## config.mk

```make
export PLATFORM = sky130hd
export DESIGN_NAME = serial_adder
export DESIGN_NICKNAME = d
export VERILOG_FILES = /design/src/rtl/serial_adder.sv
export SDC_FILE = /design/constraint.sdc
export NUM_CORES = 1
export LEC_CHECK = 0
export CORE_AREA = 4 4 65 67
export DETAILED_ROUTE_END_ITERATION = 12
export DIE_AREA = 0 0 69 71
export GPL_ROUTABILITY_DRIVEN = 0
export PLACE_DENSITY = 0.73
export SLEW_MARGIN = 0
export SYNTH_ARGS = -nofsm -noshare
export SYNTH_HDL_FRONTEND = slang
export SYNTH_SLANG_ARGS = --single-unit
```

## constraint.sdc

```tcl
create_clock -name clk -period 1 [get_ports clk]
set_input_delay 0.2 -clock clk [delete_from_list [all_inputs] [get_ports clk]]
set_output_delay 0.2 -clock clk [all_outputs]
set_load 0.05 [all_outputs]
```

## src/rtl/serial_adder.sv

```systemverilog
// rtl/serial_adder.sv - bit-serial WIDTH-bit adder built around a single 1-bit full adder
module fulladder (
    input  logic a_i,
    input  logic b_i,
    input  logic c_i,
    output logic s_o,
    output logic c_o
);
    assign s_o = a_i ^ b_i ^ c_i;
    assign c_o = (a_i & b_i) | (c_i & (a_i ^ b_i));
endmodule

module serial_adder #(
    parameter int WIDTH = 8
) (
    input  logic             clk,
    input  logic             rst_n,
    input  logic             start,
    input  logic [WIDTH-1:0] a,
    input  logic [WIDTH-1:0] b,
    input  logic             c_in,
    output logic             busy,
    output logic             done,
    output logic [WIDTH-1:0] sum,
    output logic             c_out
);
    localparam int CW = (WIDTH > 1) ? $clog2(WIDTH) : 1;
    localparam logic [CW-1:0] LAST = CW'(WIDTH - 1);

    typedef enum logic [1:0] {IDLE, ADD, DONE} state_t;

    state_t           state_q;
    logic [WIDTH-1:0] ra_q;
    logic [WIDTH-1:0] rb_q;
    logic [WIDTH-1:0] sum_q;
    logic [CW-1:0]    cnt_q;
    logic             carry_q;
    logic             cout_q;
    logic             busy_q;
    logic             done_q;
    logic             fa_sum_d;
    logic             fa_carry_d;

    fulladder u_fa (
        .a_i (ra_q[0]),
        .b_i (rb_q[0]),
        .c_i (carry_q),
        .s_o (fa_sum_d),
        .c_o (fa_carry_d)
    );

    always_ff @(posedge clk or negedge rst_n) begin
        if (!rst_n) begin
            state_q <= IDLE;
            ra_q    <= '0;
            rb_q    <= '0;
            sum_q   <= '0;
            cnt_q   <= '0;
            carry_q <= 1'b0;
            cout_q  <= 1'b0;
            busy_q  <= 1'b0;
            done_q  <= 1'b0;
        end else begin
            case (state_q)
                IDLE: begin
                    if (start) begin
                        ra_q    <= a;
                        rb_q    <= b;
                        carry_q <= c_in;
                        cnt_q   <= '0;
                        sum_q   <= '0;
                        cout_q  <= 1'b0;
                        busy_q  <= 1'b1;
                        state_q <= ADD;
                    end
                end
                ADD: begin
                    // Result fills from the MSB so bit 0 lands in place after WIDTH shifts.
                    sum_q   <= {fa_sum_d, sum_q[WIDTH-1:1]};
                    ra_q    <= {1'b0, ra_q[WIDTH-1:1]};
                    rb_q    <= {1'b0, rb_q[WIDTH-1:1]};
                    carry_q <= fa_carry_d;
                    cout_q  <= fa_carry_d;
                    if (cnt_q == LAST) begin
                        cnt_q   <= '0;
                        done_q  <= 1'b1;
                        state_q <= DONE;
                    end else begin
                        cnt_q <= cnt_q + CW'(1);
                    end
                end
                DONE: begin
                    done_q  <= 1'b0;
                    busy_q  <= 1'b0;
                    state_q <= IDLE;
                end
                default: begin
                    done_q  <= 1'b0;
                    busy_q  <= 1'b0;
                    state_q <= IDLE;
                end
            endcase
        end
    end

    assign busy  = busy_q;
    assign done  = done_q;
    assign sum   = sum_q;
    assign c_out = cout_q;
endmodule

```

Word-level counts from Yosys, hierarchy flattened
Index checks and enable logic that the tools add are counted.
- reductions and logical operators: 6
- bitwise gates (word level): 7
- $add $sub $neg: 1
- equality and inequality tests: 4
- multiplexer cells: 20
- operator list (cell ; count):
    $pmux 8 s2 ; 3
    $mux 8 ; 3
    $pmux 1 s2 ; 4
    $reduce_and 2->1 ; 4
    $mux 3 ; 2
    $pmux 3 s2 ; 1
    $mux 1 ; 4
    $mux 2 ; 2
    $ne 2x2->1 const B ; 2
    $pmux 2 s2 ; 1
    $add 3x1->3 const B ; 1
    $eq 3x3->1 const B ; 1
    $and 1x1->1 ; 2
    $eq 2x1->1 const B ; 1
    $logic_not 2->1 ; 1
    $not 1->1 ; 2
    $reduce_bool 2->1 ; 1
    $xor 1x1->1 ; 2
    $or 1x1->1 ; 1
- register bits: 33
- input bits: 20
- logic and storage cells: 47
- output and inout port bits: 11

Logic depth before layout (Yosys ltp)
Gate-level depths: netlist of the first run.
- depth after elaboration: 4
- mapped depth: 6
- depth with buffers taken out: 4

By module
A second synthesis of the first run with hierarchy kept.
- cells, all modules: 127
- area total of the unflattened synthesis: 1463.9 um^2
- modules (own cells, without submodules) (module ; cells an instance ; area an instance (um^2) ; times used ; seq. area each (um^2)):
    serial_adder ; 126 ; 1443.9 ; 1 ; 825.8
    fulladder ; 1 ; 20.0 ; 1 ; 0.0

Worst setup path before layout of the first run
No wires, ideal clock.
- path type: reg2reg
- start point: register cnt_q[0]
- end point: register cnt_q[2]
- required time: 879 ps
- library setup time: 121 ps
- period minus slack after synthesis: 1149 ps
- cell stages (with the launch flop): 4
- path buffers: 0
- slack: -149 ps
- arrival: 1028 ps
- cells stage by stage: dfrtp_1 > ha_1 > ha_1 > a22o_1
- cells in the longest elaborated chain, start to end: 3
- elaborated cells on any way between the ends: 4
- classes of those cells: add/sub (1); eq/ne (1); mux (2)
- RTL lines (what ; RTL line ; RTL):
    start: declaration ; 36 ; logic [CW-1:0] cnt_q;
    start signal: assignment ; 89 ; cnt_q <= cnt_q + CW'(1);
    $add 3x1->3 or $eq 3x3->1 (tied branches) ; 89, 84 ;
    $mux 3 * ; 84 ; if (cnt_q == LAST) begin
    $pmux 3 s2 * ; 64 ; case (state_q)
Mark *: on every way between the ends. The rest lies on a longest branch, timed or not.
A chain may end at the register's enable or synchronous reset.

Worst setup path after layout of the first run
- start point: register state_q[0]
- end point: register ra_q[1]
- cells in the longest elaborated chain, start to end: 3
- elaborated cells on any way between the ends: 6
- classes of those cells: eq/ne (2); mux (1); reduce/logical (3)
- RTL lines (what ; RTL line ; RTL):
    start: declaration ; 32 ; state_t state_q;
    start signal: assignment ; 54 ; state_q <= IDLE;
    start signal: assignment ; 74 ; state_q <= ADD;
    start signal: assignment ; 87 ; state_q <= DONE;
    $eq 2x1->1 or $logic_not 2->1 (tied branches) ; 64 ;
    $reduce_bool 2->1 (no source line) or $ne 2x2->1 (tied branches) ; - ;
    $reduce_and 2->1 (no source line) ; - ;
    end signal: assignment ; 80 ; ra_q <= {1'b0, ra_q[WIDTH-1:1]};
    end: declaration ; 33 ; logic [WIDTH-1:0] ra_q;
Several ways; a longest one is shown, not always the timed one.

==> impl_metrics.toml, run 1 <==
[global_route]
grt_pass1_vias = 1512
use_met2_pct = 32.6
gr-total-overflow = 0
grtUsageTotal_pct = 19.3
grt_max_degree = 34
grt_pass1_wl_mm = 7.50
use_met3_pct = 4.83
grt.busiest_layer = "met2"
antenna_found_initial = 0
grtUsageMet1_pct = 24.0

[cts]
htree_levels = 2
cts_sinks = 33
cts-root-buf = "clkbuf_8"
numCtsBuffers = 5
clockBufferDepth = 2
cts_tree = "yes"
clk_latency_ps = 290
holdBufCountCts = 0
cts.clk_slew.worst_paths_ps = 70

[placed_design]
placed_area_um2 = 2260
post-place-cells = 230
place_hpwl_mm = 2.64
numPortBuffers = 30

[setup_path]
crit_buf_inv = 2
crit_type = "reg2reg"
critPathMaxFanout = 8
reg2reg_depth = 5
r2r_end = "ra_q[1]$_DFFE_PN0P_"
required_ps = 1200
startpoint = "state_q[0]$_DFFE_PN0P_"
r2r_start = "state_q[0]$_DFFE_PN0P_"
cp.arrival_ps = 1420
max_stage_delay_ps = 490
cp_top_family = "flip-flops"
cp.depth = 5
cp_slowest_cell = "dfrtp_2"
cp-start-kind = "flip-flop"
end_kind = "flip-flop"
r2r_slack_ps = -220
cp_cell_sequence = "buf_6 -> nand2b_4 -> buf_4 -> o22ai_2 -> nor3_1"
endpoint = "ra_q[1]$_DFFE_PN0P_"

[floorplanning]
coreArea_um2 = 3630
die_h_um = 71
placementRows = 22
start_util_pct = 44.0
ios = 31
die_area_um2 = 4900
fp.dieW_um = 69

[yosys]
post-synth-top-count-cell = "nor3_1"
synth_common_cells = "35 x nor3_1, 33 x dfrtp_1, 13 x o22ai_1"
synthesis.area_um2 = 1600
synth-seq-cells = 33
syn_nets = 168
ys.flop_type = "dfrtp_1"
ys_seq_area_share_pct = 51.6
ys_top_cells_by_area = "dfrtp_1 52%, nor3_1 11%, buf_6 5.6%, o22ai_1 5.1%, a22o_1 4.9%"
synth_edf_count = 0
synthDistinctLibCells = 29
synth_top_area_share_pct = 51.6
synthArstFlopShare_pct = 100
yosysTopAreaCell = "dfrtp_1"
yosys_warnings = 0
synth_cells = 145
syn_area_per_cell_um2 = 11.0

[timing]
hold_viol = 0
max_freq_mhz = 822
fin_worst_skew_ps = 5.39
maxSlewHeadroom_pct = 78.2
post-route-min-period_ps = 1220
final_max_slew_viol_count = 0
whs_ps = 275
period_share_pct = 122
fin_ws_ps = -216
tightest_slew_ps = 327
setup_viol = 44
rsz0062_at_grt = "true"
finalSetupTns_ps = -5070

[pwr]
power_mw = 9.33
p_comb_share_pct = 57.6
power_density_nw_per_um2 = 3350
netSwitchingFraction_pct = 40.3
leakagePower_nw = 1.17
p_switching_mw = 3.76
internal-power_mw = 5.57
power_frac_clock_pct = 13.9
vdd_drop_max_v = 0.00184
p_seq_share_pct = 28.5

[route]
totalWireLength_mm = 4.96
viasPerCell = 5.60
first_pass_iters = 4
first_iter_violations = 80
wire_per_inst_um = 18.9
num_vias = 1466
ant_nets = 0
drc = 0

[cells_and_area]
antenna-diode-count = 0
design_area_um2 = 2780
nFillCells = 222
fin_cells = 262
final_nets = 236
drive_gt1_share_pct = 59.3
synthToLayoutAreaGrowth_pct = 74.1

[run_status]
outcome = "finished, violations left"
violations = "setup timing"

[hold_path]
min_path_type = "in2async"

[flow_run]
drv_cap = 0
-- worst min-delay path by stage --
stage	end	slack [ps]	cells after the start
4_1_cts	done$_DFFE_PN0P_	290	2
5_1_grt	c_out$_DFFE_PN0P_	310	2
3_3_place_gp	rb_q[7]$_DFFE_PN0P_	490	2
6_report	ra_q[7]$_DFFE_PN0P_	280	2
2_1_floorplan	busy$_DFFE_PN0P_	-100	0
3_5_place_dp	rb_q[7]$_DFFE_PN0P_	510	2
-- through the flow --
stage	setup slack, ps	utilization [%]
finish	-216	76.6
global route	-248	76.6
CTS	-176	72.7
detailed placement	-489	62.3
global placement	-448	62.3
floorplan	-108	-
-- cell usage in the layout (no fill, tap or decap), drive strengths merged --
cell type,Yosys,final
a21oi,3,3
a221oi,1,1
a22o,9,9
and2,1,1
buf,13,53
bufinv,0,1
clkbuf,0,7
clkdlybuf4s50,0,18
dfrtp,33,33
dlygate4sd2,0,1
fa,1,1
ha,2,2
inv,5,5
nand2,5,5
nand2b,4,5
nor2,4,4
nor2b,2,2
nor3,36,36
o21ai,6,6
o21bai,1,2
o22ai,14,14
o31ai,1,1
o32ai,3,3
or2,1,1
-- flip-flops by register name (all words and copies together), names as in the netlist --
signal,cells
done,1
cnt_q,3
c_out,1
carry_q,1
ra_q,8
sum,8
busy,1
state_q,2
rb_q,8
-- worst register-to-register path: stages (launching register included) --
cell and delay [ps]:
dfrtp_2 490, buf_6 160, nand2b_4 130, buf_4 140, o22ai_2 60, nor3_1 150
-- logic make-up after synthesis --
logic type,Yosys count,share of synthesized area [%]
buffers and inverters,18,9.47
AND/OR/NAND/NOR,53,17.9
AO/OA/AOI/OAI,38,18.2
flip-flops,33,51.6
adder cells (fa/ha/maj),3,2.82
-- per-layer routing --
layer / wire [µm] / vias to the layer above
met5: 0 / -
met4: 126 / 0
met3: 202 / 11
met2: 2650 / 38
met1: 1990 / 748
li1: - / 669
-- power by group through the flow --
stage | registers, mW | clock network, mW | logic, mW
after global routing | 2.72 | 1.38 | 5.67
after CTS | 2.59 | 1.31 | 4.89
final | 2.66 | 1.30 | 5.38
after global placement | 2.57 | 0 | 3.83
after floorplan | 3.07 | 0 | 2.09
after detailed placement | 2.61 | 0 | 3.98
-- cell type report --
cell class | count | area, µm² | share of cell area, %
clock buffers | 7 | 86.3 | 3.10
clock inverters | 1 | 30.0 | 1.08
inverters | 5 | 23.8 | 0.854
multi-input cells | 96 | 953 | 34.2
flip-flops and latches | 33 | 828 | 29.8
well taps | 48 | 60.1 | 2.16
repair buffers | 72 | 802 | 28.8
-- what timing repair did --
item                                    CTS  global route
endpoints found under the setup margin   44            44
resized for setup                        24            26
pin swaps                                 8             9
cloned                                    2             0
setup buffers                            18             4
Power figures use the tool's default switching activity.
==> run 2, diff against run 1 <==
- TNS_END_PERCENT: unset -> 50
==> run 2 against run 1 <==
The run still ends with setup timing left. Die area stayed put. Clock power is 18% lower. Sequential share of layout area is 0.23 points lower. Via count is 2.5% higher. Final area is 0.76% higher. Routed wire length is 9.9% higher. Count of clock-buffer cells in the layout is 2 lower. Cell count is 3.8% lower. Critical endpoint is now rb_q[0]$_DFFE_PN0P_. Highest routed layer unchanged.
==> impl_metrics.toml, run 2 (synthesized netlist as in run 1, its figures left out) <==
[route]
viasPerCell = 5.96
wire_per_inst_um = 21.6
ant_nets = 0
totalWireLength_mm = 5.45
num_vias = 1503
first_pass_iters = 4
drc = 0
first_iter_violations = 83

[pwr]
leakagePower_nw = 1.16
vdd_drop_max_v = 0.00159
power_density_nw_per_um2 = 3290
p_seq_share_pct = 30.2
power_frac_clock_pct = 11.5
netSwitchingFraction_pct = 43.8
p_switching_mw = 4.04
internal-power_mw = 5.19
p_comb_share_pct = 58.4
power_mw = 9.23

[timing]
final_max_slew_viol_count = 0
setup_viol = 44
maxSlewHeadroom_pct = 83.6
max_freq_mhz = 824
fin_ws_ps = -213
hold_viol = 0
tightest_slew_ps = 245
fin_worst_skew_ps = 12.9
period_share_pct = 121
rsz0062_at_grt = "true"
post-route-min-period_ps = 1210

[floorplanning]
die_area_um2 = 4900
fp.dieW_um = 69
ios = 31
start_util_pct = 44.0
placementRows = 22
die_h_um = 71
coreArea_um2 = 3630

[placed_design]
place_hpwl_mm = 2.72
post-place-cells = 229
numPortBuffers = 30

[cells_and_area]
fin_cells = 252
seq_area_um2 = 828
layout_common_cells = "31 x dfrtp_1, 19 x clkdlybuf4s50_1, 17 x buf_4"
antenna-diode-count = 0
multi_input_area_um2 = 1040
nFillCells = 219
fin_util_pct = 77.2
final_nets = 226
layout_commonest_cell = "dfrtp_1"
drive_gt1_share_pct = 55.9
synthToLayoutAreaGrowth_pct = 75.4

[setup_path]
r2r_start = "state_q[0]$_DFFE_PN0P_"
startpoint = "state_q[0]$_DFFE_PN0P_"
r2r_slack_ps = -210
reg2reg_depth = 3
end_kind = "flip-flop"
critPathMaxFanout = 8
crit_type = "reg2reg"
cp-start-kind = "flip-flop"
required_ps = 1170
r2r_end = "rb_q[0]$_DFFE_PN0P_"
cp.arrival_ps = 1380

[global_route]
antenna_found_initial = 0
grt_pass1_vias = 1430
gr-total-overflow = 0
grt_max_degree = 34
grtUsageTotal_pct = 18.4
grt_pass1_wl_mm = 7.15

[cts]
htree_levels = 2
cts_sinks = 33
clk_latency_ps = 310
cts-root-buf = "clkbuf_8"
cts_tree = "yes"
cts.clk_slew.worst_paths_ps = 80
clockBufferDepth = 2
numCtsBuffers = 5

[flow_run]
drv_cap = 0

[hold_path]
min_path_type = "in2async"

[run_status]
outcome = "finished, violations left"
violations = "setup timing"
[run 2: worst max path at each step]
stage / end / slack, ps / cells past startpoint
floorplan: sum[7]$_DFFE_PN0P_ / -110 / 3
global placement: ra_q[2]$_DFFE_PN0P_ / -410 / 6
detailed placement: ra_q[6]$_DFFE_PN0P_ / -460 / 6
CTS: sum[7]$_DFFE_PN0P_ / -140 / 3
global route: rb_q[6]$_DFFE_PN0P_ / -270 / 4
finish: rb_q[0]$_DFFE_PN0P_ / -210 / 3
[run 2: what timing repair did]
| action | 4_1_cts | 5_1_grt |
|---|---|---|
| endpoints found under the setup margin | 43 | 44 |
| buffers inserted | 3 | 6 |
| pin swaps | 6 | 31 |
| cloned | 3 | 4 |
| hold buffers | 0 | 0 |
| gates resized for setup | 23 | 53 |
[run 2: final cells by class]
type,instances,area share (%)
Clock buffer,5,2.45
Inverter,5,0.847
Tap cell,48,2.14
Clock inverter,3,0.624
Multi-Input combinational cell,98,37.0
Timing Repair Buffer,60,27.4
Sequential cell,33,29.5
[run 2: power by group through the flow]
stage / sequential (mW) / clock (mW) / combinational (mW)
after floorplan: 3.01 / 0 / 1.93
after global placement: 2.50 / 0 / 3.81
after detailed placement: 2.55 / 0 / 3.99
after CTS: 2.55 / 1.03 / 4.32
after global routing: 2.85 / 1.13 / 5.70
final: 2.79 / 1.06 / 5.39
[run 2: metal layers]
metal / track usage (%) / share of wire [%]
met4: 6.29 / 2.8
met3: 4.55 / 5.5
met5: 0 / 0
met2: 31.6 / 52
met1: 22.7 / 39
[run 2: through the flow]
stage	hold slack, ps	setup slack [ps]	area [µm²]	TNS, ps
after floorplan	-95.6	-108	1660	-1640
after global placement	499	-409	2190	-10000
after detailed placement	502	-459	2190	-10890
after CTS	277	-141	2430	-3970
after global routing	281	-273	2810	-6760
final	254	-213	2810	-4940
[run 2: worst max-delay path, stage by stage (launching register included)]
cell	delay [ps]
dfrtp_2	480
clkbuf_16	190
o32ai_2	300
nor2_1	110
==> run 3, diff against run 2 <==
- HOLD_SLACK_MARGIN: unset -> 0.03
==> results of run 3 <==
Final layout, timing and power as in run 2 (identical DEF).
